$ cat src/rtl/mem_port_arbiter.sv
// rtl/mem_port_arbiter.sv - single-outstanding fetch/data arbiter for one memory port, optional round-robin via ARB_ROUND_ROBIN_EN
module mem_port_arbiter #(
   parameter int XLEN = 32,
   parameter int TO_W = 8
) (
   input  logic            clk,
   input  logic            reset_n,
   // fetch requester
   input  logic            if_req_i,
   input  logic [XLEN-1:0] if_adr_i,
   output logic            if_gnt_o,
   output logic            if_rvalid_o,
   output logic [31:0]     if_rdata_o,
   // data requester
   input  logic            d_req_i,
   input  logic [XLEN-1:0] d_adr_i,
   input  logic            d_we_i,
   input  logic [XLEN-1:0] d_wdata_i,
   input  logic [2:0]      d_size_i,
   output logic            d_gnt_o,
   output logic            d_rvalid_o,
   output logic [XLEN-1:0] d_rdata_o,
   // memory side
   output logic            mem_req_o,
   output logic [XLEN-1:0] mem_adr_o,
   output logic            mem_we_o,
   output logic [XLEN-1:0] mem_wdata_o,
   output logic [2:0]      mem_size_o,
   input  logic            mem_gnt_i,
   input  logic            mem_rvalid_i,
   input  logic [XLEN-1:0] mem_rdata_i,
   // watchdog
   output logic            timeout_o
);

   typedef enum logic [1:0] {
      S_IDLE = 2'd0,
      S_REQ  = 2'd1,
      S_RSP  = 2'd2
   } state_t;

   localparam logic [TO_W-1:0] TO_MAX    = '1;
   localparam logic [2:0]      SIZE_WORD = 3'b010;

   state_t          state_q;
   state_t          state_d;
   logic            owner_is_d_q;
   logic [TO_W-1:0] wd_cnt_q;
   logic [XLEN-1:0] adr_q;
   logic            we_q;
   logic [XLEN-1:0] wdata_q;
   logic [2:0]      size_q;

   logic            grant;
   logic            pick_d;
   logic            wd_expired;
   logic            complete;
   logic            timeout_fire;
   logic            rsp_fire;

   // Winner selection among the two requesters, evaluated every cycle
   always_comb begin
      pick_d = 1'b0;
`ifdef ARB_ROUND_ROBIN_EN
      // On contention the side that did not own the previous transaction wins;
      // a lone requester is always served.
      pick_d = d_req_i && (!if_req_i || !owner_is_d_q);
`else
      // Loads/stores always beat instruction fetch.
      pick_d = d_req_i;
`endif
   end

   // Transaction events derived from the current state and memory handshake
   always_comb begin
      grant        = reset_n && (state_q == S_IDLE) && (if_req_i || d_req_i);
      wd_expired   = (state_q != S_IDLE) && (wd_cnt_q == TO_MAX);
      complete     = ((state_q == S_REQ) && mem_gnt_i && mem_rvalid_i) ||
                     ((state_q == S_RSP) && mem_rvalid_i);
      // A real completion in the last watchdog cycle takes precedence.
      timeout_fire = wd_expired && !complete;
      rsp_fire     = reset_n && (complete || timeout_fire);
   end

   // Next-state logic for the request/response sequencer
   always_comb begin
      state_d = state_q;
      case (state_q)
         S_IDLE: begin
            if (grant) begin
               state_d = S_REQ;
            end
         end
         S_REQ: begin
            if (complete || timeout_fire) begin
               state_d = S_IDLE;
            end else if (mem_gnt_i) begin
               state_d = S_RSP;
            end
         end
         S_RSP: begin
            if (complete || timeout_fire) begin
               state_d = S_IDLE;
            end
         end
         default: begin
            state_d = S_IDLE;
         end
      endcase
   end

   // Requester-facing and memory-facing combinational outputs; nothing is
   // handed out while reset is held because that cycle is discarded
   always_comb begin
      if_gnt_o    = grant && !pick_d;
      d_gnt_o     = grant && pick_d;
      if_rvalid_o = rsp_fire && !owner_is_d_q;
      d_rvalid_o  = rsp_fire && owner_is_d_q;
      if_rdata_o  = '0;
      d_rdata_o   = '0;
      if (reset_n && complete) begin
         if (owner_is_d_q) begin
            d_rdata_o = mem_rdata_i;
         end else begin
            if_rdata_o = mem_rdata_i[31:0];
         end
      end
      // Request is withdrawn in the abort cycle so memory never sees a
      // request the arbiter is about to abandon.
      mem_req_o   = reset_n && (state_q == S_REQ) && !wd_expired;
      timeout_o   = reset_n && timeout_fire;
      mem_adr_o   = adr_q;
      mem_we_o    = we_q;
      mem_wdata_o = wdata_q;
      mem_size_o  = size_q;
   end

   // State register
   always_ff @(posedge clk) begin
      if (!reset_n) begin
         state_q <= S_IDLE;
      end else begin
         state_q <= state_d;
      end
   end

   // Latch the winning request fields and owner at grant time
   always_ff @(posedge clk) begin
      if (!reset_n) begin
         owner_is_d_q <= 1'b0;
         adr_q        <= '0;
         we_q         <= 1'b0;
         wdata_q      <= '0;
         size_q       <= '0;
      end else if (grant) begin
         owner_is_d_q <= pick_d;
         if (pick_d) begin
            adr_q   <= d_adr_i;
            we_q    <= d_we_i;
            wdata_q <= d_wdata_i;
            size_q  <= d_size_i;
         end else begin
            adr_q   <= if_adr_i;
            we_q    <= 1'b0;
            wdata_q <= '0;
            size_q  <= SIZE_WORD;
         end
      end
   end

   // Watchdog: restarts at each grant and runs while a transaction is open
   always_ff @(posedge clk) begin
      if (!reset_n) begin
         wd_cnt_q <= '0;
      end else if (grant) begin
         wd_cnt_q <= '0;
      end else if (state_q != S_IDLE) begin
         wd_cnt_q <= wd_cnt_q + 1'b1;
      end
   end

endmodule

$ cat config.mk
export PLATFORM = sky130hd
export DESIGN_NAME = mem_port_arbiter
export DESIGN_NICKNAME = d
export VERILOG_FILES = /design/src/rtl/mem_port_arbiter.sv
export SDC_FILE = /design/constraint.sdc
export NUM_CORES = 1
export LEC_CHECK = 0
export ABC_AREA = 0
export CORE_AREA = 2 2 109 111
export CTS_CLUSTER_SIZE = 12
export DETAILED_ROUTE_END_ITERATION = 12
export DIE_AREA = 0 0 111 113
export PLACE_DENSITY = 0.84
export SLEW_MARGIN = 20
export SYNTH_ARGS = -nofsm -noshare
export SYNTH_HDL_FRONTEND = slang
export SYNTH_SLANG_ARGS = --single-unit
$ cat constraint.sdc
create_clock -name clk -period 1.9 [get_ports clk]
set_clock_uncertainty 0.05 [all_clocks]
set_input_delay 0.19 -clock clk [delete_from_list [all_inputs] [get_ports clk]]
set_output_delay 0.19 -clock clk [all_outputs]
set_load 0.01 [all_outputs]
==> results.txt <==
----------------------------------------------------
[Run status]
  Status ... complete, but fails checks
  Violated checks ... setup timing

[Hold path]
  Type of the worst min-delay path ... in2reg
  Worst min-delay path endpoint ... mem_size_o[1]$_SDFFE_PN0P_
  Worst hold stages ... 3
  Worst Min Path Start ... d_req_i

[STA]
  Max transition margin ... 67.2%
  Transition time of the tightest slew-check pin ... 0.492 ns
  Fin crit share ... 106%
  Unrepaired setup endpoints after global routing ... yes
  Number of max-slew violations in the final report ... 0
  PnR worst setup slack ... -0.121 ns
  Final-layout setup total negative slack ... -2.93 ns
  Number of hold violations in the final report ... 0
  FMAX ... 0.495 GHz
  Total of endpoints with negative setup slack in the final report ... 48
  Post-route minimum period ... 2.02 ns

[Worst setup path]
  Cell with the biggest individual delay on the critical path ... dfxtp_2
  Crit path top cell by count ... buf_6
  Crit path kind ... reg2out
  Endpoint of the lowest-slack register-to-register path ... wd_cnt_q[6]$_SDFFE_PP0N_
  Worst stage delay on the critical path ... approximately 0.35 ns
  Worst setup SP type ... flip-flop
  Endpoint required time on the critical path ... 1.66 ns
  R2r worst-path depth ... 12
  Worst Setup End Kind ... primary output
  Register-to-register path setup slack ... -0.05 ns
  WP data arrival ... 1.78 ns
  Crit Reg-Reg Startpoint ... wd_cnt_q[1]$_SDFFE_PP0N_
  Critical path fanouts, max ... 8
  Cells along the critical path ... and3b_2 > o21ai_4 > nor2_4 > buf_6 > buf_12 > buf_6 > and2_4 > buf_6

[Job]
  Number of max-cap violations ... 0

[Synth]
  Nets in the synthesized netlist ... 505
  Post-Syn Instances ... 366
  Ranking of synthesized cells by instance count ... dfxtp_1 (79), and2_1 (65), a22o_1 (35)
  Most used flip-flop cell after synthesis ... dfxtp_1
  Count of state elements after synthesis ... 79
  Ys Warns ... 0
  Most frequent cell after synthesis ... dfxtp_1
  Main area contributors after synthesis ... dfxtp_1 (45%), and2_1 (12%), a22o_1 (8.7%)
  Async SR Flop Fraction ... 0%
  Count of cell types in the netlist ... 42
  Combined area of all synthesized cells ... 0.00354 mm²
  Most area-hungry cell type in the Yosys netlist ... dfxtp_1
  Number of enable-type register cells in the synthesized netlist ... 0
  Share of Yosys cell area claimed by the top area cell type ... 44.7%
  Sequential share of the synthesized area ... roughly 45%
  Mean instance size in the synthesized netlist ... 9.66 µm²

[Die]
  Effective utilization at floorplan ... 31.4%
  X dimension of the die ... 111 µm
  Std-Cell Core Area ... 0.0113 mm²
  Number of placed I/O pins ... 276
  Full die area ... between 0.01 and 0.015 mm²
  Floorplan row count ... 39
  Y dimension of the die ... ~110 µm

[Clocking]
  Clock transition at path regs ... 0.06 ns
  CTS H-tree lvls ... 3
  TritonCTS clock tree ... done
  Sinks on Clock Net ... about 80
  Clock latency on the worst-skew pair ... 0.32 ns
  CTS Root Buffer Type ... clkbuf_16
  Number of buffers created by CTS ... 9
  Worst-case clock buffer depth ... 2
  Cts hold-fix bufs ... 0

[Layout]
  Antenna cells ... 0
  Finished Core Util ... 62.8%
  Area Growth Syn to Fin ... 100%
  Share of cells above drive strength 1 ... between 20% and 30%
  Fin nets ... 803
  Fill cell total of the finished layout ... 908
  Count of placed standard cells in the final layout, fillers left out ... 812
  Cell area after layout ... 0.00708 mm²

[Place]
  Placed Area ... 0.00654 mm²
  Total of buffers placed on input and output ports ... 275
  HPWL Detailed ... ~9700 µm
  Placer's final routability congestion estimate ... 0.832
  Placed Cells incl. Taps ... 780

[Route]
  Post-DRT Antenna Nets ... 0
  Highest routed metal layer ... met4
  DRC ... 0
  Wire length the detailed router placed on met1 ... 5120 µm
  Amount of wire on met2 after detailed routing ... 6760 µm
  Number of DRC violations after detailed-routing iteration 0 ... 163
  Total length of routed wires ... 13000 µm
  Average wire per cell in the routed design ... 16.0 µm
  Met3 layer wire length in the routed design ... 950 µm
  Via count normalized by instance count ... 4.75
  Detailed-router iteration count before antenna repair ... 4
  DR vias ... 3853

[Global route]
  Maximum number of pins on one net before global-route repair ... 40
  Number of global-route vias before repair ... 3983
  Wire length of the first global-routing pass ... 20000 µm
  Aggregate global-route resource usage ... 19.8%
  Total congestion overflow after global routing ... 0
  Antenna violations before repair ... 0

[Power and ir drop]
  Maximum ir drop on the vdd rail ... 0.000516 V
  Pwr dens ... 660 mW/mm²
  Reported leakage power ... 3.00 nW

----------------------------------------------------
-- metrics by stage --
step                      total power [mW]  hold slack [ns]  worst slack, ns
final                                 4.68            0.300           -0.121
after global routing                  4.90            0.365           -0.202
after CTS                             4.72            0.296           -0.111
after detailed placement              3.02            0.401           -0.437
after global placement                2.99            0.397           -0.383
after floorplan                       2.33            0.217            0.163
-- critical path: cells and delay by family (launching register included) --
family / cells / cell delay, ns
buffers and inverters: 4 / 0.48
AND/OR/NAND/NOR: 3 / 0.43
flip-flops: 1 / 0.35
AO/OA/AOI/OAI: 1 / 0.19
-- final cells by class --
cell class | instances | area [µm²] | area share, %
Timing Repair Buffer | 317 | 3090 | 43.6
Multi-Input combinational cell | 255 | 1930 | 27.3
Sequential cell | 79 | 1590 | 22.4
Clock buffer | 11 | 233 | 3.29
Tap cell | 143 | 179 | 2.53
Clock inverter | 5 | 58.8 | 0.830
Inverter | 2 | 7.51 | 0.106
-- layer usage --
metal	vias up	global-route usage, %
met5	-	0
met4	0	5.67
met3	15	6.59
met2	153	35.8
met1	1799	22.4
li1	1886	-
-- registers in the layout, summed over array words and instances, names as in the netlist --
signal,flops
mem_we_o,1
owner_is_d_q,1
mem_size_o,3
wd_cnt_q,8
mem_adr_o,32
mem_wdata_o,32
state_q,2
-- cell usage in the layout (no fill, tap or decap), types with 4 or more instances in the layout --
| master | count |
|---|---|
| buf_6 | 35 |
| dfxtp_1 | 75 |
| nand3_1 | 17 |
| and2_1 | 33 |
| a22o_1 | 35 |
| clkdlybuf4s50_1 | 204 |
| mux2i_1 | 29 |
| nand2_1 | 10 |
| nor2_1 | 25 |
| buf_12 | 4 |
| o21ai_2 | 17 |
| clkbuf_16 | 10 |
| dlygate4sd2_1 | 9 |
| buf_2 | 30 |
| buf_4 | 31 |
| a211oi_1 | 13 |
| and2_4 | 32 |
-- repair_timing --
item | in CTS | in global routing
resized for setup | 293 | 52
pin swaps | 18 | 19
setup buffers | 10 | 3
endpoints found under the setup margin | 70 | 70
cloned | 3 | 1
-- power breakdown --
part / internal, mW / total, mW / leakage [nW] / switching (mW)
Combinational: 0.683 / 1.13 / 2.21 / 0.449
Sequential: 1.80 / 1.87 / 0.651 / 0.0744
Clock: 1.02 / 1.68 / 0.136 / 0.660
Total: 3.50 / 4.68 / 3.00 / 1.18
-- how the worst max path moves through the flow --
stage | from | endpoint | cells past startpoint
2_1_floorplan | state_q[1]$_SDFFE_PN0P_ | if_gnt_o | 6
3_3_place_gp | mem_gnt_i | d_rdata_o[1] | 7
3_5_place_dp | mem_gnt_i | d_rdata_o[7] | 7
4_1_cts | state_q[1]$_SDFFE_PN0P_ | d_rdata_o[1] | 8
5_1_grt | state_q[1]$_SDFFE_PN0P_ | if_rdata_o[24] | 6
6_report | state_q[1]$_SDFFE_PN0P_ | d_rdata_o[1] | 8
-- kinds of logic after synthesis --
kind of cell	Yosys count	synth area share [%]
adder cells (fa/ha/maj)	1	0.354
buffers and inverters	32	4.92
XOR/XNOR	7	1.73
AO/OA/AOI/OAI	79	18.2
multiplexers	29	8.21
AND/OR/NAND/NOR	139	21.9
flip-flops	79	44.7
Power figures use the tool's default switching activity.
